### src/rtl/keypad_digit_display.sv
// rtl/keypad_digit_display.sv - decodes keypad scanner codes into a two-digit hex history
// and time-multiplexes it onto a dual common-anode seven-segment display.
module keypad_digit_display #(
   parameter int REFRESH_CYCLES = 24000,
   parameter int DEAD_CYCLES    = 240
) (
   input  logic       int_osc,
   input  logic       reset,
   input  logic [7:0] keypress,
   input  logic       key_strobe,
   output logic [6:0] seg,
   output logic [1:0] anode,
   output logic [7:0] digits,
   output logic       new_digit,
   output logic       bad_key
);

   localparam int PW = $clog2(REFRESH_CYCLES);
   localparam logic [PW-1:0] LAST_PHASE = PW'(REFRESH_CYCLES - 1);
   localparam logic [PW-1:0] DEAD_PHASE = PW'(DEAD_CYCLES);

   logic [PW-1:0] phase;
   logic          sel;
   logic          newest_valid;
   logic          older_valid;

   logic [2:0] col_idx;
   logic [2:0] row_idx;
   logic       code_valid;
   logic [3:0] decoded;
   logic [3:0] shown;
   logic       shown_valid;

   // Returns {found, index}; found is clear unless exactly one bit is low.
   function automatic logic [2:0] nib_index(input logic [3:0] n);
      case (n)
         4'b1110: nib_index = 3'b100;
         4'b1101: nib_index = 3'b101;
         4'b1011: nib_index = 3'b110;
         4'b0111: nib_index = 3'b111;
         default: nib_index = 3'b000;
      endcase
   endfunction

   function automatic logic [3:0] key_value(input logic [1:0] r, input logic [1:0] c);
      case ({r, c})
         4'h0: key_value = 4'h1;
         4'h1: key_value = 4'h2;
         4'h2: key_value = 4'h3;
         4'h3: key_value = 4'hA;
         4'h4: key_value = 4'h4;
         4'h5: key_value = 4'h5;
         4'h6: key_value = 4'h6;
         4'h7: key_value = 4'hB;
         4'h8: key_value = 4'h7;
         4'h9: key_value = 4'h8;
         4'hA: key_value = 4'h9;
         4'hB: key_value = 4'hC;
         4'hC: key_value = 4'hE;
         4'hD: key_value = 4'h0;
         4'hE: key_value = 4'hF;
         default: key_value = 4'hD;
      endcase
   endfunction

   // Active-high {g,f,e,d,c,b,a} pattern for a hex digit.
   function automatic logic [6:0] hex_to_seg(input logic [3:0] d);
      case (d)
         4'h0: hex_to_seg = 7'h3F;
         4'h1: hex_to_seg = 7'h06;
         4'h2: hex_to_seg = 7'h5B;
         4'h3: hex_to_seg = 7'h4F;
         4'h4: hex_to_seg = 7'h66;
         4'h5: hex_to_seg = 7'h6D;
         4'h6: hex_to_seg = 7'h7D;
         4'h7: hex_to_seg = 7'h07;
         4'h8: hex_to_seg = 7'h7F;
         4'h9: hex_to_seg = 7'h6F;
         4'hA: hex_to_seg = 7'h77;
         4'hB: hex_to_seg = 7'h7C;
         4'hC: hex_to_seg = 7'h39;
         4'hD: hex_to_seg = 7'h5E;
         4'hE: hex_to_seg = 7'h79;
         default: hex_to_seg = 7'h71;
      endcase
   endfunction

   always_comb begin
      col_idx     = nib_index(keypress[7:4]);
      row_idx     = nib_index(keypress[3:0]);
      code_valid  = col_idx[2] & row_idx[2];
      decoded     = key_value(row_idx[1:0], col_idx[1:0]);
      shown       = sel ? digits[7:4] : digits[3:0];
      shown_valid = sel ? older_valid : newest_valid;
   end

   always_ff @(posedge int_osc) begin
      if (reset) begin
         phase        <= '0;
         sel          <= 1'b0;
         digits       <= 8'h00;
         newest_valid <= 1'b0;
         older_valid  <= 1'b0;
         new_digit    <= 1'b0;
         bad_key      <= 1'b0;
         seg          <= 7'h7F;
         anode        <= 2'b11;
      end else begin
         if (phase == LAST_PHASE) begin
            phase <= '0;
            sel   <= ~sel;
         end else begin
            phase <= phase + PW'(1);
         end

         new_digit <= 1'b0;
         bad_key   <= 1'b0;
         if (key_strobe) begin
            if (code_valid) begin
               digits       <= {digits[3:0], decoded};
               older_valid  <= newest_valid;
               newest_valid <= 1'b1;
               new_digit    <= 1'b1;
            end else begin
               bad_key <= 1'b1;
            end
         end

         // Both anodes stay off for the first DEAD_CYCLES of every slot to avoid ghosting.
         anode <= (phase < DEAD_PHASE) ? 2'b11 : ~(2'b01 << sel);
         seg   <= shown_valid ? ~hex_to_seg(shown) : 7'h7F;
      end
   end

endmodule
### config.mk
export PLATFORM = sky130hd
export DESIGN_NAME = keypad_digit_display
export DESIGN_NICKNAME = d
export VERILOG_FILES = /design/src/rtl/keypad_digit_display.sv
export SDC_FILE = /design/constraint.sdc
export NUM_CORES = 1
export LEC_CHECK = 0
export ABC_CLOCK_PERIOD_IN_PS = 2300
export BUFFER_PORTS_ARGS = -buffer_cell sky130_fd_sc_hd__buf_2
export CAP_MARGIN = 0
export CORE_MARGIN = 1.5
export CORE_UTILIZATION = 55
export CTS_BUF_LIST = sky130_fd_sc_hd__clkbuf_8
export CTS_CLUSTER_DIAMETER = 120
export CTS_CLUSTER_SIZE = 16
export DETAILED_ROUTE_END_ITERATION = 16
export PLACE_DENSITY = 0.78
export SYNTH_ARGS = -nofsm -noshare
export SYNTH_HDL_FRONTEND = slang
export SYNTH_SLANG_ARGS = --single-unit
export TNS_END_PERCENT = 10
### constraint.sdc
create_clock -name int_osc -period 2.3 [get_ports int_osc]
set_input_delay 0.23 -clock int_osc [delete_from_list [all_inputs] [get_ports int_osc]]
set_output_delay 0.23 -clock int_osc [all_outputs]
set_load 0.1 [all_outputs]
After elaboration in Yosys (flattened, before gate mapping) --
Memories as Yosys holds them, arrays and structs flattened. A register that Yosys moved wholly into a read port is not among the register bits. Cells that the tools add are included.
Operators by class: $add $sub $neg 1, order comparisons 1, equal/unequal tests 9, shift operators 1, mux-type cells 7, bitwise logic cells 6, reductions and logical operators 5
Operators with widths (number):
- equality test 4 bit, second input constant | 6
- case mux 3 bit (4 select lines) | 2
- adder 15 x 1 -> 15 bit, second input constant | 1
- equality test 15 bit, second input constant | 1
- < comparator 15 x 8 -> 1 bit, second input constant | 1
- equality test 4 x 3 -> 1 bit, second input constant | 2
- OR reduction 2 bit | 4
- 2-to-1 mux 7 bit | 1
- inverter 7 bit | 1
- 2-to-1 mux 4 bit | 1
- 2-to-1 mux 1 bit | 3
- inverter 1 bit | 3
- inverter 2 bit | 1
- AND reduction 2 bit | 1
- left shift 1 x 1 -> 2 bit, first input constant | 1
- bitwise AND 1 bit | 1
Word-level totals: bits in registers 37, ROM bits 176, logic and storage cells 41, memories 2
Memories:
- (name not given) | words 16, width 7, rd ports 1, clocked after Yosys merged registers in 0, wr ports 0, RTL line 68 | case (d)
- (name not given) | words 16, width 4, rd ports 1, clocked after Yosys merged registers in 1, wr ports 0, RTL line 46 | case ({r, c})

Depth between registers and ports, before layout --
depth after elaboration 4, depth in mapped cells 9

Worst setup path before layout --
No wires, ideal clock.
path kind reg2reg, start point register digits[0], end point register seg[1], library setup time 120 ps, arrival 1950 ps, required time 2180 ps, path slack 230 ps, cell stages (with the launch flop) 5, path buffers 0, clock period less this slack 2070 ps, cell sequence dfxtp_1 mux2_2 inv_1 ha_1 a211o_1
On the way: cells in the longest elaborated chain, start to end 4
Ends and longest elaborated chain:
- start: declaration | RTL line 13 | output logic [7:0] digits,
- 2-to-1 mux 4 bit | RTL line 93 | shown = sel ? digits[7:4] : digits[3:0];
- memory (16 x 7 bit)
- 2-to-1 mux 7 bit | RTL line 98 | if (reset) begin
- inverter 7 bit | RTL line 131 | seg <= shown_valid ? ~hex_to_seg(shown) : 7'h7F;
- end signal: assignment | RTL line 131
- end: declaration | RTL line 11 | output logic [6:0] seg,
No other way between the ends. The select of a mux whose other input is x is not followed. A chain may end at the register's enable or synchronous reset.

Worst setup path after layout --
start point register sel, end point register seg[6]
On the way: cells in the longest elaborated chain, start to end 4
Ends and longest elaborated chain:
- start: declaration | RTL line 23 | logic sel;
- start signal: assignment | RTL line 111 | sel <= ~sel;
- 2-to-1 mux 4 bit | RTL line 93
- memory (16 x 7 bit)
- 2-to-1 mux 7 bit | RTL line 98
- inverter 7 bit | RTL line 131
Parallel ways exist; a longest one is shown, timed or not. The select of a mux whose other input is x is not followed.

==> results.sh <==
export IMPL_peakVddDrop_v=0.000457
export IMPL_postSynthAreaPerCell_um2=8.89
export IMPL_timing_critical_path_required_ns=2.48
export IMPL_fin_cells=296
export IMPL_rows=21
export IMPL_clk_root_buffer_cell="clkbuf_8"
export IMPL_cp_max_fo=6
export IMPL_timing_final_crit_period_ns=1.83
export IMPL_cts_htree_levels=2
export IMPL_antenna_found_initial=0
export IMPL_placed_cell_area_um2=2120
export IMPL_ys_seq_area_share_pct=37.9
export IMPL_grt_pass1_wl_mm=6.61
export IMPL_tritoncts="done"
export IMPL_setup_tns_final_ns=0
export IMPL_hold_viol=0
export IMPL_synth_lib_cells_used_distinct=48
export IMPL_timing_critical_path_buf_inv=1
export IMPL_count_of_vias_placed_by_the_detailed_router=1621
export IMPL_die_width_um=62.6
export IMPL_hold_worst_slack_ns=0.250
export IMPL_cap_viol_max_count=0
export IMPL_layout_utilization_pct=66.7
export IMPL_boundaryPins=30
export IMPL_placement_io_buffers=29
export IMPL_gp_routability_congestion=0.882
export IMPL_run_status="finished clean"
export IMPL_post_drt_via_cell_ratio=5.48
export IMPL_cp_cell_sequence="mux2i_1 -> inv_1 -> ha_1 -> nand2_1 -> o21ai_0 -> a221o_1"
export IMPL_synth_net_count=243
export IMPL_slew_violations=0
export IMPL_placeableCoreArea_um2=3360
export IMPL_wl_mm=3.81
export IMPL_first_global_vias=1570
export IMPL_stdcell_area_um2=2240
export IMPL_clkLatencyLatePin_ns=0.29
export IMPL_tritoncts_num_buffers=5
export IMPL_dpl_cell_count=288
export IMPL_ys_dominant_reg_cell="dfxtp_1"
export IMPL_rsz0062_at_grt="false"
export IMPL_drc_violation_count_after_routing=0
export IMPL_hp_class="input pin to register"
export IMPL_postRouteAntennaNets=0
export IMPL_initial_core_util_pct=58.1
export IMPL_num_antenna_cells=0
export IMPL_dp_hpwl_mm=2.77
export IMPL_max_clock_freq_mhz=548
export IMPL_cts_sinks=37
export IMPL_cts_hold_buf=0
export IMPL_timing_worst_slew_pin_value_ns=0.688
export IMPL_first_iter_violations=102
export IMPL_synthTopCellsByArea="dfxtp_1 (38%), ha_1 (7.7%), nor2_1 (7.1%)"
export IMPL_die_area_um2=3920
export IMPL_die_h_um=62.6
export IMPL_setup_slack_ns=0.474
export IMPL_globalRouteOverflowTotal=0
export IMPL_synth_warning_count=0
export IMPL_cts_max_path_buffers=2
export IMPL_worstSetupPathType="register to register"
export IMPL_dp_worst_setup_slack_ns=0.422
export IMPL_asyncSetResetFlopFracSynth_pct=0
export IMPL_slowest_delay_ns=0.49
export IMPL_cts_repair_resized=0
export IMPL_largest_net_degree_at_the_start_of_global_routing=18
export IMPL_post_synth_instance_area_um2=1960
export IMPL_share_of_layout_cells_above_drive_strength_1_pct=19.2
export IMPL_finalSetupViolations=0
export IMPL_layout_common_cells="nor2_1 (37), dfxtp_1 (37), buf_2 (29), nand2_1 (12), ha_1 (12)"
export IMPL_power_per_cell_area_nw_per_um2=619
export IMPL_nets=272
export IMPL_post_cts_setup_buffers=0
export IMPL_timing_critical_path_to_type="register"
export IMPL_area_delta_synth_final_pct=14.8
export IMPL_postSynthCellCount=220
export IMPL_p_leak_nw=0.918
export IMPL_synth_top_area_cell="dfxtp_1"
export IMPL_grt_usage_pct=21.1
export IMPL_synth_enable_flop_cells=0
export IMPL_skew_ns=0.00416
export IMPL_critPathSlowestCell="dfxtp_1"
export IMPL_design_power_total_mw=1.39
export IMPL_synth_top_cell_area_share_pct=37.9
export IMPL_worstPathArrival_ns=2.01
export IMPL_ys_ff_latch=37
export IMPL_firstDrtPassIters=4
export IMPL_worst_setup_path_start_kind="register"
export IMPL_filler_cells=310
export IMPL_routedWlPerCell_um=12.9
export IMPL_max_slew_margin_rel_pct=54.1
export IMPL_clkSlewWorstSetupHoldPaths_ns=0.07
export IMPL_final_period_utilization_pct=79.4
export IMPL_worst_path_dominant_cell_family="flip-flops"
## synth_stat cells (all sizes together) (2+ instances only)
cell,instances
o22ai,2
a221o,3
a41oi,2
nor3b,2
xnor2,9
and3,2
nor3,6
o211ai,2
a21oi,6
o21ai,7
mux2i,11
a211o,2
mux2,2
nand3,10
ha,12
o31ai,2
clkbuf,3
xor2,9
and2,2
nand4,4
nand4b,2
nor2,37
dfxtp,37
a211oi,3
nand2,12
buf,7
nand2b,2
inv,10
## metal layers
layer	up-vias	track usage, %	share of wire [%]
li1	824	-	-
met1	760	25.3	47
met2	27	34.5	47
met3	10	5.23	3.0
met4	0	11.7	2.7
met5	-	0	0
## area by class of cell
class / instances / area, um2 / share of cell area, %
repair buffers: 32 / 168 / 7.47
well taps: 46 / 57.6 / 2.56
clock inverters: 2 / 37.5 / 1.67
flip-flops and latches: 37 / 741 / 33.0
inverters: 11 / 42.5 / 1.90
multi-input cells: 162 / 1120 / 49.7
clock buffers: 6 / 82.6 / 3.68
## sequential cells by signal, summed over array words and instances, names as in the netlist
name	count
phase	15
digits	8
seg	7
anode	2
bad_key	1
new_digit	1
newest_valid	1
older_valid	1
sel	1
## report_power, final
part	leakage, nW	internal, mW	switching (mW)
logic	0.561	0.0440	0.0983
clock network	0.0574	0.352	0.240
registers	0.299	0.649	0.00624
## worst register-to-register path, delay by kind of cell, from the launching register on
| family | cells | cell delay (ns) |
|---|---|---|
| AO/OA/AOI/OAI | 2 | 0.47 |
| adder cells (fa/ha/maj) | 1 | 0.24 |
| buffers and inverters | 1 | 0.13 |
| flip-flops | 1 | 0.49 |
| multiplexers | 1 | 0.30 |
| AND/OR/NAND/NOR | 1 | 0.08 |
## worst paths after layout
kind / slack, ns / from / to / cells after the start
max: 0.47 / sel / seg[6] / 6
max reg2reg: 0.47 / sel / seg[6] / 6
min: 0.25 / key_strobe / bad_key / 2
min reg2reg: 0.47 / newest_valid / newest_valid / 2
## logic make-up (layout without fill, tap and decap cells)
group	Yosys count	in the layout	synth area share, %
compound gates	35	35	13.9
xor+xnor	18	18	8.06
fa+ha+maj	12	12	7.68
buf+inv	21	51	5.05
flops	37	37	37.9
mux	13	13	6.78
simple gates	84	84	20.7
Note: power is estimated with default switching activity, not from simulation.
